--- config.mk ---
export PLATFORM = sky130hd
export DESIGN_NAME = fifo_rd_stream
export DESIGN_NICKNAME = d
export VERILOG_FILES = /design/src/rtl/fifo_rd_stream.sv
export SDC_FILE = /design/constraint.sdc
export NUM_CORES = 1
export LEC_CHECK = 0
export BUFFER_PORTS_ARGS = -buffer_cell sky130_fd_sc_hd__buf_2
export CAP_MARGIN = 20
export CORE_MARGIN = 2
export CORE_UTILIZATION = 45
export CTS_CLUSTER_SIZE = 10
export DETAILED_ROUTE_END_ITERATION = 10
export PLACE_DENSITY = 0.73
export SYNTH_ARGS = -nofsm -noshare
export SYNTH_HDL_FRONTEND = slang
export SYNTH_SLANG_ARGS = --single-unit
--- constraint.sdc ---
create_clock -name rclk -period 2.63 [get_ports rclk]
set_input_delay 0.1315 -clock rclk [delete_from_list [all_inputs] [get_ports rclk]]
set_output_delay 0.1315 -clock rclk [all_outputs]
set_load 0.03 [all_outputs]
--- src/rtl/fifo_rd_stream.sv ---
// Read-side adapter: turns the async FIFO pop port (rempty/rinc, data one cycle later) into a registered valid/ready stream.
// Latency: pop issued in cycle N, word captured at end of N+1, presented on m_valid/m_data in N+2.
// Backpressure: pops stop once every buffer slot is occupied or reserved; m_valid/m_data hold while m_ready is low.
//
// Ports:
//   rclk      read-domain clock
//   rst       asynchronous active-high reset, asserted together with the FIFO reset
//   f_rempty  FIFO empty flag (registered inside the FIFO)
//   f_rinc    FIFO pop request
//   f_rdata   FIFO read data, valid the cycle after an accepted pop
//   m_valid   output word valid
//   m_ready   downstream accepts m_data
//   m_data    output word (buffer head)
//   level     buffered words, not counting a pop still in flight
module fifo_rd_stream #(
  parameter  int WIDTH     = 32,
  parameter  int BUF_DEPTH = 3,
  localparam int LVL_W     = $clog2(BUF_DEPTH + 1)
) (
  input  logic             rclk,
  input  logic             rst,
  input  logic             f_rempty,
  output logic             f_rinc,
  input  logic [WIDTH-1:0] f_rdata,
  output logic             m_valid,
  input  logic             m_ready,
  output logic [WIDTH-1:0] m_data,
  output logic [LVL_W-1:0] level
);

  localparam int               PTR_W    = (BUF_DEPTH > 1) ? $clog2(BUF_DEPTH) : 1;
  localparam logic [PTR_W-1:0] PTR_LAST = PTR_W'(BUF_DEPTH - 1);
  localparam logic [LVL_W:0]   DEPTH_W  = (LVL_W + 1)'(BUF_DEPTH);

  logic [WIDTH-1:0] buf_q [BUF_DEPTH];
  logic [PTR_W-1:0] wr_ptr_q, wr_ptr_d;
  logic [PTR_W-1:0] rd_ptr_q, rd_ptr_d;
  logic [LVL_W-1:0] level_q, level_d;
  logic             inflight_q;

  logic             capture;
  logic             consume;
  logic [LVL_W:0]   reserved;

  // Circular pointer increment, wrapping at BUF_DEPTH-1 (depth need not be a power of two).
  function automatic logic [PTR_W-1:0] ptr_inc(input logic [PTR_W-1:0] p);
    return (p == PTR_LAST) ? '0 : p + PTR_W'(1);
  endfunction

  // Slots already holding data plus the slot promised to the pop in flight.
  // Issuing only when one is free means captured data never overwrites a live entry.
  // The decision uses registered state only, so m_ready has no path to f_rinc.
  assign reserved = {1'b0, level_q} + {{LVL_W{1'b0}}, inflight_q};
  assign f_rinc   = ~rst & ~f_rempty & (reserved < DEPTH_W);

  // FIFO data arrives exactly one cycle after an accepted pop.
  assign capture  = inflight_q;
  assign m_valid  = (level_q != '0);
  assign consume  = m_valid & m_ready;
  assign m_data   = buf_q[rd_ptr_q];
  assign level    = level_q;

  always_comb begin
    wr_ptr_d = wr_ptr_q;
    rd_ptr_d = rd_ptr_q;
    level_d  = level_q;
    if (capture) begin
      wr_ptr_d = ptr_inc(wr_ptr_q);
    end
    if (consume) begin
      rd_ptr_d = ptr_inc(rd_ptr_q);
    end
    // A simultaneous capture and consume leaves the occupancy unchanged.
    if (capture && !consume) begin
      level_d = level_q + LVL_W'(1);
    end else if (!capture && consume) begin
      level_d = level_q - LVL_W'(1);
    end
  end

  always_ff @(posedge rclk or posedge rst) begin
    if (rst) begin
      wr_ptr_q   <= '0;
      rd_ptr_q   <= '0;
      level_q    <= '0;
      inflight_q <= 1'b0;
      for (int i = 0; i < BUF_DEPTH; i++) begin
        buf_q[i] <= '0;
      end
    end else begin
      wr_ptr_q   <= wr_ptr_d;
      rd_ptr_q   <= rd_ptr_d;
      level_q    <= level_d;
      inflight_q <= f_rinc;
      if (capture) begin
        buf_q[wr_ptr_q] <= f_rdata;
      end
    end
  end

endmodule

; Yosys cells after proc, flatten, opt, wreduce, memory -nomap -nowiden
; Index checks and enable logic that the tools add are counted.
[word_totals]
reg_bits = 103
output_inout_bits = 36
[op_classes]
add_sub_neg = 5
n_lt_le_gt_ge = 4
n_eq_ne = 2
mux = 10
bitwise = 7
reduce_logical = 7
[ops]
columns = operator, n
row1 = $bwmux W96, 1
row2 = $mux W32, 3
row3 = $bmux W32 S2, 1
row4 = $demux W32 S2, 1
row5 = $mux W2, 4
row6 = $add A2 B1 Y2 const B, 3
row7 = $ge A3 B3 Y1 const B, 2
row8 = $not A2 Y3, 2
row9 = $eq A2 B2 Y1 const B, 2
row10 = $reduce_bool A2 Y1, 2
row11 = $add A2 B1 Y3, 1
row12 = $and A1 B1 Y1, 3
row13 = $logic_and A1 B1 Y1, 3
row14 = $lt A3 B1 Y1 const B, 1
row15 = $lt A3 B2 Y1 const B, 1
row16 = $logic_not A1 Y1, 2
row17 = $not A1 Y1, 2
row18 = $sub A2 B1 Y2 const B, 1

; Logic depth before layout (Yosys ltp)
; Gate-level depths: netlist of run 1.
[logic_depth]
depth_word = 6
depth_mapped = 5
ltp_nobuf = 5

; Least setup slack after synthesis of run 1
; OpenSTA, ideal clock, no wires.
[synth_path]
path_kind = register -> register
from = register level_q[0] (netlist: level[0])
to = register inflight_q (netlist: capture)
setup_time_ns = 0.292
t_arrival_ns = 2.723
path_slack_ns = -0.385
stages_incl_launch_ff = 4
path_buffers = 0
cell_sequence = dfrtp_1 -> ha_1 -> ha_1 -> a2111oi_0
[synth_via]
elab_chain_cells = 3
[synth_rtl]
columns = item, line_no
row1 = "start, declared", 38  ; logic [LVL_W-1:0] level_q, level_d;
row2 = "start signal, assigned", 93  ; level_q <= level_d;
row3 = $add A2 B1 Y3, 53  ; assign reserved = {1'b0, level_q} + {{LVL_W{1'b0}}, inflight_q};
row4 = $lt A3 B2 Y1, 54  ; assign f_rinc = ~rst & ~f_rempty & (reserved < DEPTH_W);
row5 = $and A1 B1 Y1, 54
row6 = via f_rinc, 23  ; output logic f_rinc,
row7 = "end signal, assigned", 94  ; inflight_q <= f_rinc;
row8 = "end, declared", 39  ; logic inflight_q;
; The timed path passes the listed nets, and every way through them passes these cells.
; A chain may end at the register's enable or synchronous reset.

; Final worst setup path of run 1
[layout_path]
from = register rd_ptr_q[1]
to = output m_data[21]
[layout_via]
elab_chain_cells = 4
[layout_rtl]
columns = item, line_no
row1 = "start, declared", 37  ; logic [PTR_W-1:0] rd_ptr_q, rd_ptr_d;
row2 = "start signal, assigned", 92  ; rd_ptr_q <= rd_ptr_d;
row3 = $not A2 Y3 (implied by the code), 60  ; assign m_data = buf_q[rd_ptr_q];
row4 = $bmux W32 S2, 60
row5 = $mux W32 (implied by the code) (2 in series), 60
row6 = "end, declared", 27  ; output logic [WIDTH-1:0] m_data,
; Every way passes these cells. The select of a mux whose other input is x is not followed.

==> impl_metrics.py, run 1 <==
metrics = {
    "timing": {
        "post-route-min-period_ns": 2.17,
        "skew_ns": 0.0109,
        "fin_tns_setup_ns": 0,
        "setup_viol": 0,
        "hold_viol": 0,
        "rsz0062_at_grt": "no",
        "slew_headroom": 0.456,
        "fin_crit_sh": 0.827,
        "finalMaxSlewViolations": 0,
        "max_freq_mhz": 460,
        "tightest_slew_ns": 0.814,
    },
    "power_and_ir_drop": {
        "p_leak_nw": 2.53,
        "vdd_drop_max_v": 0.000896,
        "cellPowerDensity_nw_per_um2": 1370,
    },
    "yosys": {
        "seq_area_frac_synth": 0.554,
        "synth_area_leaders": "dfrtp_1, mux2_2, mux2_4, mux2i_1, o21ai_0",
        "ys_types": 24,
        "synth_top_area_share": 0.554,
        "yosysTopAreaCell": "dfrtp_1",
        "yosysWarnings": 0,
        "synth_nets": 377,
        "syn-mean-instance-area_um2": 13.8,
        "ys_ff_latch": 103,
        "synth_area_um2": 4650,
        "postSynthCellCount": 338,
    },
    "clock_network": {
        "clk_pin_slew_ns": 0.10,
        "clk-insertion-delay-late_ns": 0.37,
        "cts_tree": "done",
        "cts_buffers": 9,
        "ctsLongestPathBuffers": 2,
        "cts_resized": 0,
        "cts-htree-levels": 3,
        "numClockSinks": 103,
        "cts-root-buf": "clkbuf_8",
    },
    "route": {
        "drcViolationCount": 0,
        "postRouteAntennaNets": 0,
        "avgViaCountPerCell": 5.07,
        "wl_um": 8940,
        "via_count": 2799,
        "first_pass_iters": 4,
        "wire_per_inst_um": 16.2,
        "detail_route.iter0.violations": 118,
    },
    "floorplan": {
        "rows": 37,
        "dieArea_um2": 11200,
        "die_w_um": 106,
        "core_um2": 10200,
        "start_util": 0.457,
        "ioPinCount": 72,
        "die_h_um": 106,
    },
    "critical_path": {
        "cp-end-kind": "output pin",
        "worst_ep_required_time_ns": 2.50,
        "crit_arrival_ns": 2.04,
        "reg2reg_depth": 4,
        "start_kind": "register",
        "critical_path_class": "register to output pin",
        "cp_max_fo": 23,
    },
    "placement": {
        "portBuffers": 71,
        "dpl.cell_count": 533,
        "dpl-instance-area_um2": 5200,
        "gp_congestion": 0.708,
        "detailed_place_hpwl_um": 5850,
    },
    "finish": {
        "layout-drive-gt1-share": 0.483,
        "diodes": 0,
        "fin_nets": 450,
        "area_delta_synth_final_pct": 17.0,
        "n_fill_cell": 867,
        "final_area_um2": 5450,
        "layoutNonFillerInstCount": 552,
    },
    "global_routing": {
        "grt_max_degree": 45,
        "grt_pass1_wl_um": 14700,
        "first_global_vias": 2876,
        "grt_usage": 0.168,
        "grt-ovfl-total": 0,
        "antenna_found_initial": 0,
    },
    "min_path": {
        "hold_depth": 2,
        "min_path_type": "input port to register",
    },
    "job": {
        "maxCapViolations": 0,
    },
    "status": {
        "status": "complete, no violations",
    },
}
## cell usage in the layout, fill, tap and decap left out, types with 3 or more instances in the layout
cell	n
buf_12	4
o22ai_1	3
nand2_1	32
buf_2	71
mux2i_1	32
mux2_2	67
buf_4	5
dfrtp_1	102
ha_1	3
mux2_4	30
o21ai_0	31
dlygate4sd3_1	3
clkbuf_8	11
## per-layer routing
layer	vias up	global-route usage	share of wire
li1	1331	-	-
met1	1401	0.219	0.46
met2	59	0.284	0.49
met3	8	0.0383	0.036
met4	0	0.0423	0.010
met5	-	0	0
## where the power goes
part           switching, mW  internal (mW)
logic                   1.97           1.59
registers              0.474           2.39
clock network          0.537          0.500
total                   2.98           4.48
## stage by stage
stage / hold slack, ns / setup WS, ns / util / total power [mW]
after CTS: 0.00448 / 0.422 / 0.535 / 7.55
after global placement: 0.300 / 0.840 / 0.511 / 6.39
after detailed placement: 0.305 / 0.823 / 0.511 / 6.49
final: 0.0205 / 0.456 / 0.535 / 7.46
after global routing: 0.00745 / 0.279 / 0.535 / 7.94
after floorplan: 0.280 / 0.0666 / - / 5.52
## Yosys cell counts, drive strengths merged
| master | number |
|---|---|
| dfrtp | 103 |
| nor2 | 1 |
| a2111oi | 1 |
| xor2 | 2 |
| nand3 | 1 |
| or2 | 1 |
| o22ai | 3 |
| buf | 15 |
| a21o | 2 |
| xnor2 | 1 |
| nor3 | 2 |
| o21ai | 31 |
| inv | 3 |
| or3 | 1 |
| ha | 3 |
| mux2i | 32 |
| mux2 | 97 |
| nand2 | 32 |
| clkbuf | 6 |
| nor2b | 1 |
## worst max-delay path, stage by stage (launching register included)
cell and delay, ns:
dfrtp_2 0.65, buf_4 0.45, mux2i_1 0.26, o21ai_0 0.11, buf_2 0.20
## cells by family after synthesis
logic type               Yosys count  synth area share
multiplexers                     129             0.328
flip-flops                       103             0.554
AND/OR/NAND/NOR                   39            0.0349
AO/OA/AOI/OAI                     37            0.0425
buffers and inverters             24            0.0274
XOR/XNOR                           3           0.00565
adder cells (fa/ha/maj)            3           0.00807
## sequential cells by signal, summed over array words and instances (netlist names)
register / flops
buf_q: 96
level: 2
rd_ptr_q: 2
wr_ptr_q: 2
capture: 1
## final cells by class
class / instances / area, um2 / share of cell area
well taps: 136 / 170 / 0.0312
inverters: 3 / 15.0 / 0.00276
repair buffers: 83 / 503 / 0.0923
multi-input cells: 211 / 1970 / 0.361
flip-flops and latches: 103 / 2580 / 0.473
clock buffers: 11 / 151 / 0.0278
clock inverters: 5 / 63.8 / 0.0117
## what timing repair did
action	4_1_cts	5_1_grt
buffers inserted	0	0
hold buffers	3	0
endpoints found under the hold margin	36	0
## worst paths after layout
path / from / to / slack (ns)
worst max-delay path: rd_ptr_q[1] / m_data[21] / 0.46
worst min-delay path: f_rdata[20] / buf_q[20] / 0.02
worst max register to register: level[0] / capture / 0.61
worst min register to register: buf_q[37] / buf_q[37] / 0.51
max in group asynchronous: rst / buf_q[27] / 1.37
min in group asynchronous: rst / buf_q[48] / 0.48
(Power assumes the default switching activity.)
==> inputs of run 2 (changes only) <==
PLACE_DENSITY = 0.71   (was 0.73)
clock period = 2.2 ns   (was 2.63 ns; I/O delays follow)
==> run 2 against run 1 <==
Against the previous run:
- first-iteration DRC count fell by 13%
- clock skew grew 0.00089 ns
- clock power grew 6%
- setup slack worse by 0.33 ns
- critical endpoint is now f_rinc
- largest power group unchanged
==> impl_metrics.py, run 2 (synthesized netlist as in run 1, its figures left out) <==
metrics = {
    "floorplan": {
        "rows": 37,
        "start_util": 0.457,
        "die_w_um": 106,
        "ioPinCount": 72,
        "die_h_um": 106,
        "core_um2": 10200,
        "dieArea_um2": 11200,
    },
    "critical_path": {
        "slowest_delay_ns": 0.46,
        "cp-end-kind": "output pin",
        "worst_ep_required_time_ns": 2.09,
        "critical_path_class": "register to output pin",
        "path_cells": "ha_1 -> ha_1 -> a2111oi_2 -> buf_2",
        "crit_arrival_ns": 1.96,
        "cp_max_fo": 6,
        "start_kind": "register",
        "r2r-start": "capture",
        "critPathLaunch": "level[0]",
        "cp_common_cell": "ha_1",
        "cp_slowest_cell": "dfrtp_1",
    },
    "global_routing": {
        "first_global_vias": 3168,
        "antenna_found_initial": 0,
        "grt_usage": 0.178,
        "grt_pass1_wl_um": 15800,
        "grt-ovfl-total": 0,
        "grt_max_degree": 49,
    },
    "route": {
        "wire_per_inst_um": 16.1,
        "postRouteAntennaNets": 0,
        "wl_um": 9310,
        "avgViaCountPerCell": 5.13,
        "detail_route.iter0.violations": 103,
        "via_count": 2959,
        "drcViolationCount": 0,
        "first_pass_iters": 4,
    },
    "clock_network": {
        "ctsHoldBuffers": 24,
        "cts_buffers": 9,
        "clk-insertion-delay-late_ns": 0.36,
        "clk_pin_slew_ns": 0.10,
        "numClockSinks": 103,
        "cts-htree-levels": 3,
        "cts_tree": "done",
        "cts-root-buf": "clkbuf_8",
        "cts_setup_buffers": 0,
        "ctsLongestPathBuffers": 2,
        "cts_resized": 0,
    },
    "power_and_ir_drop": {
        "p_switching_mw": 3.63,
        "seqPwrFrac": 0.384,
        "p_leak_nw": 2.63,
        "switching_share": 0.409,
        "p_int_mw": 5.25,
        "cellPowerDensity_nw_per_um2": 1560,
        "vdd_drop_max_v": 0.000780,
        "clkPwrFrac": 0.124,
        "power_frac_comb": 0.491,
    },
    "timing": {
        "skew_ns": 0.0118,
        "tightest_slew_ns": 0.674,
        "slew_headroom": 0.550,
        "max_freq_mhz": 482,
        "post-route-min-period_ns": 2.07,
        "fin_crit_sh": 0.943,
        "hold_viol": 0,
        "fin_tns_setup_ns": 0,
        "rsz0062_at_grt": "no",
        "setup_viol": 0,
        "finalMaxSlewViolations": 0,
    },
    "placement": {
        "portBuffers": 71,
        "detailed_place_hpwl_um": 6030,
        "gp_congestion": 0.737,
    },
    "min_path": {
        "min_path_type": "input port to register",
        "min_from": "f_rdata[11]",
    },
    "finish": {
        "layout-drive-gt1-share": 0.467,
        "diodes": 0,
        "largest_register": "buf_q",
        "n_fill_cell": 873,
        "area_delta_synth_final_pct": 21.9,
        "largest_reg_flops": 96,
        "final_core_util": 0.557,
        "seq_area_um2": 2580,
        "fin_nets": 475,
        "final_common_cell": "dfrtp_1",
        "multiInputGateArea_um2": 1970,
        "layout_common_cells": "dfrtp_1, buf_2, mux2_2, mux2i_1, nand2_1",
    },
    "status": {
        "status": "complete, no violations",
    },
    "job": {
        "maxCapViolations": 0,
    },
}
## run 2: through the flow
stage                     total power [mW]  instances  area, um2  worst slack, ns  hold slack (ns)
after global placement                7.69        537       5250            0.531            0.250
after floorplan                       6.61        338       4660            0.102            0.247
after CTS                             8.97        577       5670           0.0931         0.000303
after global routing                  9.48        577       5670           0.0159          0.00266
final                                 8.88        577       5670            0.126           0.0210
after detailed placement              7.82        537       5250            0.513            0.270
## run 2: worst paths after layout
check                      slack (ns)  cells past startpoint     endpoint
setup / recovery                 0.13                      4       f_rinc
hold / removal                   0.02                      2    buf_q[11]
setup reg to reg                 0.50                      4     buf_q[4]
hold reg to reg                  0.51                      1    buf_q[56]
max in group asynchronous        1.13                      4    buf_q[78]
min in group asynchronous        0.40                      3  rd_ptr_q[0]
## run 2: worst max-delay path, delay by kind of cell, from the launching register on
kind / cells / cell delay (ns)
adder cells (fa/ha/maj): 2 / 0.51
flip-flops: 1 / 0.46
AO/OA/AOI/OAI: 1 / 0.38
buffers and inverters: 1 / 0.26
## run 2: final cells by class
class / count / area share
clock buffers: 9 / 0.0218
clock inverters: 7 / 0.0101
inverters: 3 / 0.00265
multi-input cells: 211 / 0.347
flip-flops and latches: 103 / 0.455
well taps: 136 / 0.0300
repair buffers: 108 / 0.133
## run 2: metal layers
layer  track usage  routed length (um)
met1         0.243                4380
met5             0                   0
met4        0.0451                  80
met2         0.294                4490
met3        0.0353                 359
## run 2: power by group through the flow
stage	registers, mW	logic [mW]	clock network (mW)
after global placement	3.40	4.29	0
after CTS	3.41	4.41	1.14
final	3.41	4.36	1.10
after global routing	3.55	4.70	1.23
after floorplan	3.29	3.32	0
after detailed placement	3.44	4.37	0
